### src/rtl/sync_tx_feeder.sv
// sync_tx_feeder: FIFO-buffered source for the sync_multi req/ack handshake.
// Runs in clk_tx; ack arrives already synchronized.
module sync_tx_feeder #(
   parameter int DATA_WIDTH = 8,
   parameter int FIFO_DEPTH = 4,
   parameter int ADDR_W     = 2,
   parameter int TIMEOUT    = 255
) (
   input  logic                  clk_tx,
   input  logic                  reset,
   input  logic [DATA_WIDTH-1:0] wr_data,
   input  logic                  wr_en,
   output logic                  full,
   output logic [ADDR_W:0]       count,
   output logic [DATA_WIDTH-1:0] tx_data,
   output logic                  tx_v,
   input  logic                  ack,
   output logic                  busy,
   output logic [1:0]            err
);

   typedef enum logic [1:0] {IDLE, REQ, RTZ} state_t;

   localparam logic [ADDR_W:0]   DEPTH = (ADDR_W+1)'(FIFO_DEPTH);
   localparam logic [ADDR_W:0]   ONE_C = (ADDR_W+1)'(1);
   localparam logic [ADDR_W-1:0] ONE_P = ADDR_W'(1);
   localparam logic [15:0]       TMO   = 16'(TIMEOUT);

   logic [DATA_WIDTH-1:0] mem [FIFO_DEPTH];
   logic [ADDR_W-1:0]     wr_ptr, rd_ptr;
   logic [ADDR_W-1:0]     wr_ptr_n, rd_ptr_n;
   logic [ADDR_W:0]       count_n;
   logic                  full_n;
   state_t                state, state_n;
   logic [DATA_WIDTH-1:0] tx_data_n;
   logic                  tx_v_n;
   logic [15:0]           tmo_cnt, tmo_n;
   logic [1:0]            err_n;
   logic                  push, pop;

   // full is registered, so a same-cycle pop never frees room for a write
   assign push = wr_en && !full;
   assign busy = (state != IDLE);

   // handshake next-state and registered-output values
   always_comb begin
      state_n   = state;
      tx_v_n    = tx_v;
      tx_data_n = tx_data;
      pop       = 1'b0;
      unique case (state)
         IDLE: begin
            // a stale high ack (e.g. left over from before reset) blocks a new request
            if (count != '0 && !ack) begin
               tx_data_n = mem[rd_ptr];
               tx_v_n    = 1'b1;
               state_n   = REQ;
            end
         end
         REQ: begin
            if (ack) begin
               tx_v_n  = 1'b0;
               pop     = 1'b1;
               state_n = RTZ;
            end
         end
         RTZ: begin
            if (!ack) state_n = IDLE;
         end
         default: begin
            tx_v_n  = 1'b0;
            state_n = IDLE;
         end
      endcase
   end

   // FIFO bookkeeping, phase timer and sticky error flags
   always_comb begin
      wr_ptr_n = wr_ptr;
      rd_ptr_n = rd_ptr;
      count_n  = count;
      tmo_n    = tmo_cnt;
      err_n    = err;
      if (push) wr_ptr_n = wr_ptr + ONE_P;
      if (pop)  rd_ptr_n = rd_ptr + ONE_P;
      if (push && !pop)      count_n = count + ONE_C;
      else if (pop && !push) count_n = count - ONE_C;
      full_n = (count_n == DEPTH);
      if (wr_en && full) err_n[0] = 1'b1;
      if (state_n != state || state == IDLE) begin
         tmo_n = '0;
      end else begin
         if (tmo_cnt != 16'hFFFF) tmo_n = tmo_cnt + 16'd1;
         // the protocol is never aborted; only the flag is raised
         if (TMO != 16'd0 && tmo_n >= TMO) err_n[1] = 1'b1;
      end
   end

   // FSM state and handshake outputs
   always_ff @(posedge clk_tx) begin
      if (!reset) begin
         state   <= IDLE;
         tx_v    <= 1'b0;
         tx_data <= '0;
      end else begin
         state   <= state_n;
         tx_v    <= tx_v_n;
         tx_data <= tx_data_n;
      end
   end

   // FIFO pointers, occupancy, timer and errors
   always_ff @(posedge clk_tx) begin
      if (!reset) begin
         wr_ptr  <= '0;
         rd_ptr  <= '0;
         count   <= '0;
         full    <= 1'b0;
         tmo_cnt <= '0;
         err     <= '0;
      end else begin
         wr_ptr  <= wr_ptr_n;
         rd_ptr  <= rd_ptr_n;
         count   <= count_n;
         full    <= full_n;
         tmo_cnt <= tmo_n;
         err     <= err_n;
      end
   end

   // FIFO storage; contents need no reset since the pointers are cleared
   always_ff @(posedge clk_tx) begin
      if (reset && push) mem[wr_ptr] <= wr_data;
   end

endmodule

### config.mk
export PLATFORM = sky130hd
export DESIGN_NAME = sync_tx_feeder
export DESIGN_NICKNAME = d
export VERILOG_FILES = /design/src/rtl/sync_tx_feeder.sv
export SDC_FILE = /design/constraint.sdc
export NUM_CORES = 1
export LEC_CHECK = 0
export CAP_MARGIN = 20
export CORE_MARGIN = 5
export CORE_UTILIZATION = 53
export DETAILED_ROUTE_END_ITERATION = 12
export GPL_TIMING_DRIVEN = 1
export PLACE_DENSITY = 0.86
export SETUP_SLACK_MARGIN = 0.3
export SYNTH_ARGS = -nofsm -noshare
export SYNTH_HDL_FRONTEND = slang
export SYNTH_SLANG_ARGS = --single-unit
### constraint.sdc
create_clock -name clk_tx -period 2.1 [get_ports clk_tx]
set_input_delay 0.315 -clock clk_tx [delete_from_list [all_inputs] [get_ports clk_tx]]
set_output_delay 0.315 -clock clk_tx [all_outputs]
set_load 0.02 [all_outputs]
# Word level (Yosys, flattened, before mapping)
# Memory sizes are Yosys's and may differ from the RTL's. A register that Yosys moved wholly into a read port is not among the register bits.
# Cells that the tools add are included.
dict set report op_classes {
  n_bitwise 3
  n_reduce_logical 19
  n_eq_ne 7
  muxes 15
  n_addsub 5
  magnitude_cmp 1
}
# op n
set ops {}
lappend ops {{16-bit two-way mux} 2}
lappend ops {{16-bit by 1-bit adder with 16-bit output (second input constant)} 1}
lappend ops {{16-bit by 8-bit greater-or-equal comparator with 1-bit output (second input constant)} 1}
lappend ops {{16-bit inequality test (second input constant)} 1}
lappend ops {{1-bit logical AND} 6}
lappend ops {{1-bit two-way mux} 6}
lappend ops {{2-bit two-way mux} 3}
lappend ops {{3-bit two-way mux} 2}
lappend ops {{2-bit case mux with 3 select lines} 1}
lappend ops {{1-bit zero test} 5}
lappend ops {{2-bit by 1-bit adder with 2-bit output (second input constant)} 2}
lappend ops {{2-bit inequality test (second input constant)} 2}
lappend ops {{2-bit AND reduction} 2}
lappend ops {{3-bit by 1-bit adder with 3-bit output (second input constant)} 1}
lappend ops {{3-bit equality test (second input constant)} 1}
lappend ops {{1-bit inverter} 3}
lappend ops {{1-bit case mux with 3 select lines} 1}
lappend ops {{3-bit AND reduction} 1}
lappend ops {{3-bit nonzero test} 1}
lappend ops {{3-bit by 1-bit subtractor with 3-bit output (second input constant)} 1}
lappend ops {{2-bit by 1-bit equality test with 1-bit output (second input constant)} 1}
lappend ops {{2-bit equality test (second input constant)} 1}
lappend ops {{2-bit zero test} 1}
lappend ops {{2-bit inequality test} 1}
lappend ops {{3 further kinds} 3}
dict set report totals {
  elab_cells 60
  register_bits 29
  input_bits 12
  ramBits 32
  n_memories 1
  output_inout_bits 16
}
# name words width rd rd_clocked_by_memory_dff wr line_no
set mem_list {}
lappend mem_list {mem 4 8 1 1 1 29} ;# logic [DATA_WIDTH-1:0] mem [FIFO_DEPTH];

# Logic depth before layout (Yosys ltp)
dict set report logic_depth {
  ltp_word 9
  depth_mapped 8
  ltp_nobuf 7
}

# Worst setup path after synthesis
# OpenSTA, ideal clock, no wires.
dict set report synth_timing {
  kind {register -> register}
  startpoint {register tmo_cnt[0]}
  endpoint {register err[1]}
  synth_period_minus_slack_ps 1819
  slack_ps 281
  required_ps 1971
  setup_time_ps 129
  path_buffers 0
  path_stages_with_launch 8
  arrival_time_ps 1689
  path_cell_list {dfxtp_1 ha_1 and4_4 nor4b_2 and3_1 o221ai_2 o31ai_2 o41ai_2}
}
dict set report synth_via {
  elab_chain_len 5
  word_cells_on_any_way 6
  classes_between {add/sub: 1; order compare: 1; eq/ne: 1; mux: 2; reduce/logical: 1}
}
# item line_no
set synth_rtl {}
lappend synth_rtl {{from (decl)} 37} ;# logic [15:0] tmo_cnt, tmo_n;
lappend synth_rtl {{from (signal assigned)} 126} ;# tmo_cnt <= tmo_n;
lappend synth_rtl {{16-bit by 1-bit adder with 16-bit output or 16-bit inequality test (tied branches)} 93} ;# if (tmo_cnt != 16'hFFFF) tmo_n = tmo_cnt + 16'd1;
lappend synth_rtl {{16-bit two-way mux (*)} 93}
lappend synth_rtl {{16-bit two-way mux (*)} 90} ;# if (state_n != state || state == IDLE) begin
lappend synth_rtl {{16-bit by 8-bit greater-or-equal comparator with 1-bit output (*)} 95} ;# if (TMO != 16'd0 && tmo_n >= TMO) err_n[1] = 1'b1;
lappend synth_rtl {{2-bit AND reduction (no source line) (*)} --}
lappend synth_rtl {{to (signal assigned)} 127} ;# err <= err_n;
lappend synth_rtl {{to (decl)} 19} ;# output logic [1:0] err
# Mark *: on every way between the ends. The rest lies on a longest branch, timed or not. The select of a mux whose other input is x is not followed.
# A chain may end at the register's enable or synchronous reset.

# Worst setup path after layout
# Ends and elaborated chain as after synthesis.

==> metrics.cfg <==
[run_status]
status = finished clean

[logic_synthesis]
synth-edff-count = 32
yosys_warnings = 0
synth.cell_area_um2 = 3108
ys.flop_type = dfxtp_1
avgSynthCellArea_um2 = 11.91
yosysTopAreaCellShare = 0.3092
synth-seq-cells = 69
seq_area_frac_synth = 0.5475
yosysUniqueCellTypes = 52
syn_inst = 261
ys_async_sr_fraction = 0
synth_top_area_cell = edfxtp_1
netlist_top_cells_area = edfxtp_1 31%, dfxtp_1 24%, mux4_2 5.8%
syn-num-nets = 281

[worst_hold_path]
hp-class = reg -> reg

[placed_design]
dp_hpwl_mm = 4.123
dp_slack_ns = 0.1000
port_buffers = 27
routabilityCongestion = 0.8716

[route]
wl_per_cell_um = 16.48
via_per_inst = 5.597
drtPass1Iterations = 4
drc = 0
vias = 2166
drtIter0Drc = 126
ant_nets = 0
finalWirelength_mm = 6.379

[layout]
final_net_count = 330
nFillCells = 402
area_growth_pct = 24.03
multi_input_area_um2 = 1369
final_cell_mix = 32 x edfxtp_1, 29 x dfxtp_1, 26 x clkdlybuf4s50_1
final_common_cell = edfxtp_1
layout-drive-gt1-share = 0.2190
ff_latch_area_um2 = 1717
diodes = 0

[clocking]
holdBufCountCts = 0
htreeDepth = 3
clockBufferDepth = 2
cts_tree = done
worst_skew_pair.late_latency_ns = 0.35
cts_root_buf = clkbuf_8
cts.clk_slew.worst_paths_ns = 0.07
numCtsBuffers = 9
clock-sinks = 69

[timing]
fin_setup_tns_ns = 0
setup-violations-final = 0
period_needed_ns = 1.809
clock_skew_ns = 0.008312
layout_setup_ws_ns = 0.2911
tightest_slew_ns = 0.4618
slew_headroom = 0.6917
finalHoldViolations = 0
fmax_mhz = 552.8
post-route-period-util = 0.8614
final_max_slew_viol_count = 0
grt_setup_unrepaired = true

[pwr]
vdd_drop_max_mv = 0.5424
p_leak_uw = 0.001408
p_per_area_nw_per_um2 = 810.9

[grt]
grt_pass1_wl_mm = 9.867
antenna_found_initial = 0
grt_max_degree = 17
grt_overflow_total = 0
track_usage = 0.1720
grt_pass1_vias = 2066

[run]
cap_violations = 0

[setup_path]
crit_type = reg -> reg
reg2reg_slack_ns = 0.29
crit_arrival_ns = 2.04
cp_max_fo = 6
end_kind = register
worstPathRequired_ns = 2.33
startpoint_type = register

[floorplanning]
die_h_um = 86.58
die_w_um = 86.58
die-area_um2 = 7495
coreArea_um2 = 5608
num_rows = 27
pin_count = 28
initial_core_util = 0.5542

where the power goes:
part           switching (uW)  total (uW)  internal (uW)
logic                     279         564            285
registers                57.1        1540           1480
clock network             479        1020            541
total                     815        3130           2310
cells in the mapped netlist (4+ instances only):
cell type,n
xor2_1,4
and2_1,4
edfxtp_1,32
nor3_1,6
and3_1,7
nand4_1,5
nor2_1,14
mux4_2,8
nand3_1,9
ha_1,8
xnor2_1,8
clkbuf_1,4
buf_2,5
nand2_1,20
o21ai_0,6
a21oi_1,10
nor2b_1,16
mux2i_1,12
inv_1,8
dfxtp_1,37
flip-flops by register name, indices dropped and copies added, names as in the netlist:
signal and flops:
count 3, err 2, full 1, mem 32, rd_ptr 2, state 2, tmo_cnt 16, tx_data 8
tx_v 1, wr_ptr 2
per-layer routing:
layer  track usage  part of all wire  vias to the layer above
met4       0.05666             0.017                        0
met3       0.05418             0.055                       13
met1        0.2143              0.42                     1049
met5             0                 0                        -
met2        0.2837              0.51                       57
li1              -                 -                     1047
worst max-delay path: stages, from the launching register on:
cell and delay, ns:
dfxtp_4 0.36, ha_4 0.15, and4_4 0.16, and2b_2 0.25, buf_6 0.13, nor3_2 0.12
o221ai_2 0.12, o31ai_2 0.28, o41ai_2 0.11
logic make-up (layout without fill, tap and decap cells):
| logic type | count (synthesis) | count (layout) | share of synthesized area |
|---|---|---|---|
| simple gates | 102 | 102 | 0.1924 |
| fa+ha+maj | 8 | 8 | 0.03221 |
| mux | 20 | 20 | 0.09662 |
| flops | 69 | 69 | 0.5475 |
| compound gates | 31 | 31 | 0.07005 |
| buf+inv | 19 | 73 | 0.02737 |
| xor+xnor | 12 | 12 | 0.03382 |
path summary, 6_finish.rpt:
check,end,depth (start not counted),startpoint
worst min-delay path,err[0],2,err[0]
worst max-delay path,err[1],8,tmo_cnt[0]
worst max register to register,err[1],8,tmo_cnt[0]
worst min register to register,err[0],2,err[0]
metrics by stage:
stage / cells / power [uW] / hold WS (ns) / instance area (um2) / utilization
6_report: 387 / 3126 / 0.5031 / 3855 / 0.6874
5_1_grt: 387 / 3267 / 0.5337 / 3855 / 0.6874
4_1_cts: 376 / 3132 / 0.5073 / 3704 / 0.6604
3_5_place_dp: 359 / 2112 / 0.4861 / 3510 / 0.6258
3_3_place_gp: 359 / 2084 / 0.4701 / 3510 / 0.6258
2_1_floorplan: 261 / 1893 / 0.3917 / 3117 / -
what timing repair did:
item                       CTS  global route
buffers inserted             1            10
gates resized for setup      4            21
gates cloned                 0             1
setup endpoints to repair    2             9
pin swaps                    0             4
layout make-up:
class	instances	area share
tap	72	0.02337
multi-input combinational	173	0.3551
inverter	8	0.007790
timing repair buffer	49	0.1211
sequential	69	0.4453
clock buffer	11	0.03408
clock inverter	5	0.01331
Power figures use the tool's default switching activity.
